## config.mk

```make
export PLATFORM = sky130hd
export DESIGN_NAME = mc_ctrl_fsm
export DESIGN_NICKNAME = d
export VERILOG_FILES = /design/src/rtl/mc_ctrl_fsm.sv
export SDC_FILE = /design/constraint.sdc
export NUM_CORES = 1
export LEC_CHECK = 0
export ABC_AREA = 1
export CAP_MARGIN = 20
export CORE_AREA = 10 10 94 88
export CTS_CLUSTER_SIZE = 12
export DETAILED_ROUTE_END_ITERATION = 8
export DIE_AREA = 0 0 104 98
export HOLD_SLACK_MARGIN = 0.12
export PLACE_DENSITY = 0.75
export SLEW_MARGIN = 20
export SYNTH_ARGS = -nofsm -noshare
export SYNTH_HDL_FRONTEND = slang
export SYNTH_SLANG_ARGS = --single-unit
```

## constraint.sdc

```tcl
create_clock -name clk -period 1.4 [get_ports clk]
set_input_delay 0.21 -clock clk [delete_from_list [all_inputs] [get_ports clk]]
set_output_delay 0.21 -clock clk [all_outputs]
set_load 0.005 [all_outputs]
```

## src/rtl/mc_ctrl_fsm.sv

```systemverilog
// Purpose : multi-cycle MIPS control FSM (fetch/decode/execute/mem/wb) with retire counter and illegal-opcode flag.
// Latency : R-type 4, I-type 4, lw 5, sw 4, beq 3, j 3, illegal 2 cycles; outputs are registered and valid in the state they belong to.
// Backpress: none; the datapath is assumed to complete every step in one cycle.
// Ports   : clk/rst (sync, active-high); op/funct from IR; zero from ALU;
//           PCWr/IRWr/RFWr/DMWr enables; RegDst/WDSel/ALUSrcA/ALUSrcB/ExtOp/ALUOp/NPCSel selects;
//           state_o debug; instr_done/illegal pulses; instr_cnt retired-instruction count.
module mc_ctrl_fsm #(
    parameter int CNT_W = 32
) (
    input  logic             clk,
    input  logic             rst,
    input  logic [5:0]       op,
    input  logic [5:0]       funct,
    input  logic             zero,
    output logic             PCWr,
    output logic             IRWr,
    output logic             RFWr,
    output logic             DMWr,
    output logic             RegDst,
    output logic             WDSel,
    output logic             ALUSrcA,
    output logic [1:0]       ALUSrcB,
    output logic             ExtOp,
    output logic [2:0]       ALUOp,
    output logic [1:0]       NPCSel,
    output logic [3:0]       state_o,
    output logic             instr_done,
    output logic             illegal,
    output logic [CNT_W-1:0] instr_cnt
);

    typedef enum logic [3:0] {
        S_FETCH   = 4'd0,
        S_DECODE  = 4'd1,
        S_EXE_R   = 4'd2,
        S_EXE_I   = 4'd3,
        S_MEM_ADR = 4'd4,
        S_MEM_RD  = 4'd5,
        S_MEM_WR  = 4'd6,
        S_WB_R    = 4'd7,
        S_WB_I    = 4'd8,
        S_WB_LW   = 4'd9,
        S_BRANCH  = 4'd10,
        S_JUMP    = 4'd11
    } state_t;

    typedef struct packed {
        logic       pcwr;
        logic       irwr;
        logic       rfwr;
        logic       dmwr;
        logic       regdst;
        logic       wdsel;
        logic       alusrca;
        logic [1:0] alusrcb;
        logic       extop;
        logic [2:0] aluop;
        logic [1:0] npcsel;
        logic       done;
    } ctrl_t;

    localparam logic [5:0] OP_RTYPE = 6'b000000;
    localparam logic [5:0] OP_ORI   = 6'b001101;
    localparam logic [5:0] OP_ADDIU = 6'b001001;
    localparam logic [5:0] OP_LUI   = 6'b001111;
    localparam logic [5:0] OP_LW    = 6'b100011;
    localparam logic [5:0] OP_SW    = 6'b101011;
    localparam logic [5:0] OP_BEQ   = 6'b000100;
    localparam logic [5:0] OP_J     = 6'b000010;

    localparam logic [5:0] FN_ADDU = 6'b100001;
    localparam logic [5:0] FN_SUBU = 6'b100011;
    localparam logic [5:0] FN_AND  = 6'b100100;
    localparam logic [5:0] FN_OR   = 6'b100101;
    localparam logic [5:0] FN_SLT  = 6'b101010;

    localparam logic [2:0] ALU_ADD = 3'b000;
    localparam logic [2:0] ALU_SUB = 3'b001;
    localparam logic [2:0] ALU_AND = 3'b010;
    localparam logic [2:0] ALU_OR  = 3'b011;
    localparam logic [2:0] ALU_SLT = 3'b100;
    localparam logic [2:0] ALU_LUI = 3'b101;

    state_t           r_state;
    state_t           w_next;
    ctrl_t            r_ctl;
    logic [CNT_W-1:0] r_cnt;
    logic             w_rtype_ok;
    logic             w_legal;

    // Control word for a state. Called with the *next* state so the word is
    // registered alongside the state and lands in the cycle it belongs to.
    // op/funct are stable whenever the target state depends on them.
    function automatic ctrl_t f_ctrl(input state_t s, input logic [5:0] s_op, input logic [5:0] s_fn);
        ctrl_t c;
        c = '0;
        case (s)
            S_FETCH:   begin c.irwr = 1'b1; c.pcwr = 1'b1; c.alusrcb = 2'd1; end
            S_DECODE:  begin c.alusrcb = 2'd3; c.extop = 1'b1; end
            S_EXE_R: begin
                c.alusrca = 1'b1;
                case (s_fn)
                    FN_SUBU: c.aluop = ALU_SUB;
                    FN_AND:  c.aluop = ALU_AND;
                    FN_OR:   c.aluop = ALU_OR;
                    FN_SLT:  c.aluop = ALU_SLT;
                    default: c.aluop = ALU_ADD;
                endcase
            end
            S_EXE_I: begin
                c.alusrca = 1'b1;
                c.alusrcb = 2'd2;
                case (s_op)
                    OP_ORI:  c.aluop = ALU_OR;
                    OP_LUI:  c.aluop = ALU_LUI;
                    default: begin c.aluop = ALU_ADD; c.extop = 1'b1; end
                endcase
            end
            S_MEM_ADR: begin c.alusrca = 1'b1; c.alusrcb = 2'd2; c.extop = 1'b1; end
            S_WB_R:    begin c.rfwr = 1'b1; c.regdst = 1'b1; c.done = 1'b1; end
            S_WB_I:    begin c.rfwr = 1'b1; c.done = 1'b1; end
            S_WB_LW:   begin c.rfwr = 1'b1; c.wdsel = 1'b1; c.done = 1'b1; end
            S_MEM_WR:  begin c.dmwr = 1'b1; c.done = 1'b1; end
            // PCWr here is driven from zero at the output, not from this word.
            S_BRANCH:  begin c.alusrca = 1'b1; c.aluop = ALU_SUB; c.npcsel = 2'd1; c.done = 1'b1; end
            S_JUMP:    begin c.pcwr = 1'b1; c.npcsel = 2'd2; c.done = 1'b1; end
            default:   c = '0;
        endcase
        return c;
    endfunction

    always_comb begin
        w_rtype_ok = (funct == FN_ADDU) || (funct == FN_SUBU) || (funct == FN_AND) ||
                     (funct == FN_OR)   || (funct == FN_SLT);
        w_legal    = ((op == OP_RTYPE) && w_rtype_ok) || (op == OP_ORI) || (op == OP_ADDIU) ||
                     (op == OP_LUI) || (op == OP_LW) || (op == OP_SW) || (op == OP_BEQ) || (op == OP_J);
    end

    always_comb begin
        w_next = S_FETCH;
        case (r_state)
            S_FETCH:  w_next = S_DECODE;
            S_DECODE: begin
                if ((op == OP_RTYPE) && w_rtype_ok)                       w_next = S_EXE_R;
                else if (op == OP_ORI || op == OP_ADDIU || op == OP_LUI) w_next = S_EXE_I;
                else if (op == OP_LW || op == OP_SW)                      w_next = S_MEM_ADR;
                else if (op == OP_BEQ)                                    w_next = S_BRANCH;
                else if (op == OP_J)                                      w_next = S_JUMP;
                else                                                      w_next = S_FETCH;
            end
            S_EXE_R:   w_next = S_WB_R;
            S_EXE_I:   w_next = S_WB_I;
            S_MEM_ADR: w_next = (op == OP_LW) ? S_MEM_RD : ((op == OP_SW) ? S_MEM_WR : S_FETCH);
            S_MEM_RD:  w_next = S_WB_LW;
            default:   w_next = S_FETCH; // write-back/terminal states and unused codes 12-15
        endcase
    end

    always_ff @(posedge clk) begin
        if (rst) begin
            r_state <= S_FETCH;
            r_ctl   <= f_ctrl(S_FETCH, op, funct);
            r_cnt   <= '0;
        end else begin
            r_state <= w_next;
            r_ctl   <= f_ctrl(w_next, op, funct);
            if (r_ctl.done) begin
                r_cnt <= r_cnt + CNT_W'(1);
            end
        end
    end

    assign PCWr       = r_ctl.pcwr | ((r_state == S_BRANCH) & zero);
    assign IRWr       = r_ctl.irwr;
    assign RFWr       = r_ctl.rfwr;
    assign DMWr       = r_ctl.dmwr;
    assign RegDst     = r_ctl.regdst;
    assign WDSel      = r_ctl.wdsel;
    assign ALUSrcA    = r_ctl.alusrca;
    assign ALUSrcB    = r_ctl.alusrcb;
    assign ExtOp      = r_ctl.extop;
    assign ALUOp      = r_ctl.aluop;
    assign NPCSel     = r_ctl.npcsel;
    assign instr_done = r_ctl.done;
    assign state_o    = r_state;
    // The opcode is only known once IR is loaded, so this flag decodes op live in DECODE.
    assign illegal    = (r_state == S_DECODE) & ~w_legal;
    assign instr_cnt  = r_cnt;

endmodule

```

==> results by group <==
Run status
  – Status: finished, violations left
  – Failing checks: setup timing

Timing
  – Final Hold Viols: 0
  – Fin crit share: 124.2%
  – Endpoints failing setup: 44
  – Period minus WS final: 1.738 ns
  – Layout Skew: 0.03309 ns
  – Setup WS post-layout: -0.3381 ns
  – Setup_tns: -6.569 ns
  – Worst Max-Slew Pin Slew: 0.3182 ns
  – Fin. max-slew vios: 0
  – Fmax: 575.3 MHz
  – Hold_ws: 0.5347 ns
  – RSZ-0062 raised after global routing: yes
  – Slew HR: 78.63%

Min path
  – HP Class: register to register
  – Hold Path Stages: 2
  – Worst Hold Path EP: instr_cnt[31]
  – Hold path start: instr_cnt[31]

Critical path
  – Reg2Reg Depth: 11
  – Flop-to-flop setup slack: -0.34 ns
  – Slowest stage delay, CP: 0.38 ns
  – Worst path cell trace: inv_2 -> buf_6 -> nand4_1 -> inv_2 -> a31oi_4 -> nand2_4 -> buf_6 -> nand4_1 -> nand3_1 -> nand2_1 -> inv_1
  – Crit path max-delay family: simple AND/OR/NAND/NOR gates
  – Worst path required time: 1.62 ns
  – CP Launch Type: register
  – R2r endpoint: ALUOp[0]
  – CP bufs+invs: 5
  – Crit. End Element: register
  – Crit Path Category: register to register
  – Slowest CP cell: dfxtp_2
  – Max Fanout on Critical Path: 8
  – WP data arrival: 1.95 ns
  – Critical R2R Launch: state_o[0]

Drt
  – Detail Route Antenna Nets: 0
  – WL met1: 4981 um
  – First DRT Iteration DRCs: 426
  – Met3 wire length: ~1500 um
  – Top Metal Used: met4
  – Routed wire length: 14,230 um
  – Vias: 3,910
  – Via density: between 5 and 6
  – Wire per inst: 21.01 um
  – DRC violations left: 0
  – Met2 Routed Length: 6672 um
  – First-pass iteration count of the detailed router: 5

Floorplan
  – Die height: 98 um
  – I/O pin cnt: slightly below 70
  – Die width: 104 um
  – Num rows: 28
  – Core Footprint: between 0.006 and 0.007 mm2
  – Initial Util: 43.29%
  – Die ar.: 0.01019 mm2

Place
  – I/O Buffers: 67
  – Inst Count DP: around 620
  – DP HPWL: approximately 6900 um
  – Worst slack at placement: -0.7147 ns
  – GPL Wtd Cong: just under 0.9

Layout
  – Final #Nets: 602
  – Layout fillers: 320
  – Multi-input combinational cell area: 0.001881 mm2
  – Layout cell share with drive strength beyond 1: 52.98%
  – Leading cell type in the layout, fill and taps excluded: buf_4
  – N_diodes: 0
  – Register area: 0.001119 mm2
  – Post-route non-filler standard cell count: 677
  – Most frequent cells in the layout: buf_4 (116), inv_1 (41), nor2_1 (38), dlygate4sd2_1 (38), nand2_1 (35)
  – Area growth, synth to finish: 92.07%

Power and ir drop
  – Lkg Pwr: around 2.7 nW
  – Peak supply drop: 1.004 mV
  – Pwr dens: 547.7 mW/mm2

CTS
  – CTS root buffer: clkbuf_8
  – CTS tree: yes
  – Worst-path clk slew: 0.14 ns
  – Clk buf depth: 2
  – CTS Buf Count: 5
  – H-tree lvl count: 2
  – CTS sink cnt: 52
  – Clk_lat worst skew: 0.34 ns

Synth
  – Cells after Synth: 376
  – Mapped Area: roughly 0.0028 mm2
  – FF+latch count, synth: 52
  – Syn nets: 392
  – Syn. warnings: 0
  – Seq/Total Area, Yosys: 37.72%
  – Avg Cell Area, Syn: 7.341 um2
  – Unique cell type count in the Yosys netlist: 39

Global routing
  – Total gr overflow: 0
  – Largest net degree at the start of global routing: 17
  – Initial antenna violation count: 0
  – First-pass GRT wire length: about 18,000 um
  – GRT Overall Usage: 20.71%
  – Vias in the first global route: 3,544

Run
  – Max-Cap Viols: 0
flip-flops by register name, indices dropped and copies added, names as in the netlist:
register    flops
instr_cnt      32
state_o         4
ALUOp           3
ALUSrcB         2
NPCSel          2
ALUSrcA         1
DMWr            1
ExtOp           1
IRWr            1
RFWr            1
RegDst          1
WDSel           1
instr_done      1
r_ctl           1
Yosys cell counts, drive strengths merged:
master | count | share of area [%]
nor2 | 60 | 9.3
nand3b | 1 | 0.27
xor2 | 7 | 2.2
clkbuf | 3 | 0.41
dfxtp | 52 | 38
o21bai | 1 | 0.27
o21a | 4 | 1.1
nor4 | 4 | 1.7
xnor2 | 7 | 2.2
o21ai | 15 | 2.9
a31oi | 2 | 0.68
nand2 | 68 | 11
nor3 | 21 | 5.5
and3 | 3 | 0.68
nand3 | 27 | 5.7
nand4 | 20 | 4.5
buf | 8 | 2.1
inv | 55 | 7.6
ha | 1 | 0.45
a21oi | 17 | 3.6
power breakdown:
group | total [W] | leakage [nW] | internal [W] | switching (W)
Sequential | 0.00149 | 0.443 | 0.00147 | 0.0000131
Combinational | 0.000422 | 2.22 | 0.000187 | 0.000234
Clock | 0.000994 | 0.0516 | 0.000407 | 0.000587
Total | 0.00290 | 2.71 | 0.00207 | 0.000834
worst register-to-register path, cell delays in order, from the launching register on:
cell	delay, ns
dfxtp_2	0.38
inv_2	0.07
buf_6	0.12
nand4_1	0.14
inv_2	0.08
a31oi_4	0.21
nand2_4	0.17
buf_6	0.16
nand4_1	0.08
nand3_1	0.10
nand2_1	0.09
inv_1	0.04
layer usage:
layer,vias to the layer above,global-route usage [%]
li1,1646,-
met1,1779,22.21
met2,363,36.45
met3,122,5.913
met4,0,10.70
met5,-,0
cells by family (layout without fill, tap and decap cells):
family          after synthesis  after routing  synth area share [%]
buf+inv                      66            277                 10.06
simple gates                204            204                 38.76
flops                        52             52                 37.72
compound gates               39             39                 8.568
fa+ha+maj                     1              1                0.4532
xor+xnor                     14             14                 4.443
final cells by class:
type / instances / area share [%]
repair buffers: 214 / 35.36
well taps: 90 / 2.124
inverters: 55 / 4.130
flip-flops and latches: 52 / 21.10
multi-input cells: 258 / 35.47
clock inverters: 2 / 0.2596
clock buffers: 6 / 1.558
per-stage QoR:
stage	total power, W	util, %	cell area (um2)
floorplan	0.001685	-	2763
global placement	0.001871	66.58	4245
detailed placement	0.001883	66.58	4245
CTS	0.002803	76.73	4892
global route	0.002961	83.14	5301
finish	0.002904	83.14	5301
worst max-delay path by stage:
| stage | startpoint | end | slack, ns | cells past startpoint |
|---|---|---|---|---|
| after detailed placement | op[0] | ALUOp[2] | -0.71 | 17 |
| after floorplan | instr_cnt[0] | instr_cnt[26] | -0.004 | 6 |
| after CTS | state_o[3] | ALUOp[2] | -0.17 | 11 |
| after global placement | op[0] | ALUOp[2] | -0.63 | 15 |
| final | state_o[0] | ALUOp[0] | -0.34 | 11 |
| after global routing | state_o[0] | ALUOp[0] | -0.41 | 11 |
repair_timing:
item,in CTS,in global routing
buffers inserted,38,13
hold buffers,0,0
gates resized for setup,170,91
endpoints found under the setup margin,76,55
pin swaps,30,34
hold endpoints to repair,0,0
No activity file was read; power rests on OpenSTA's default activity.
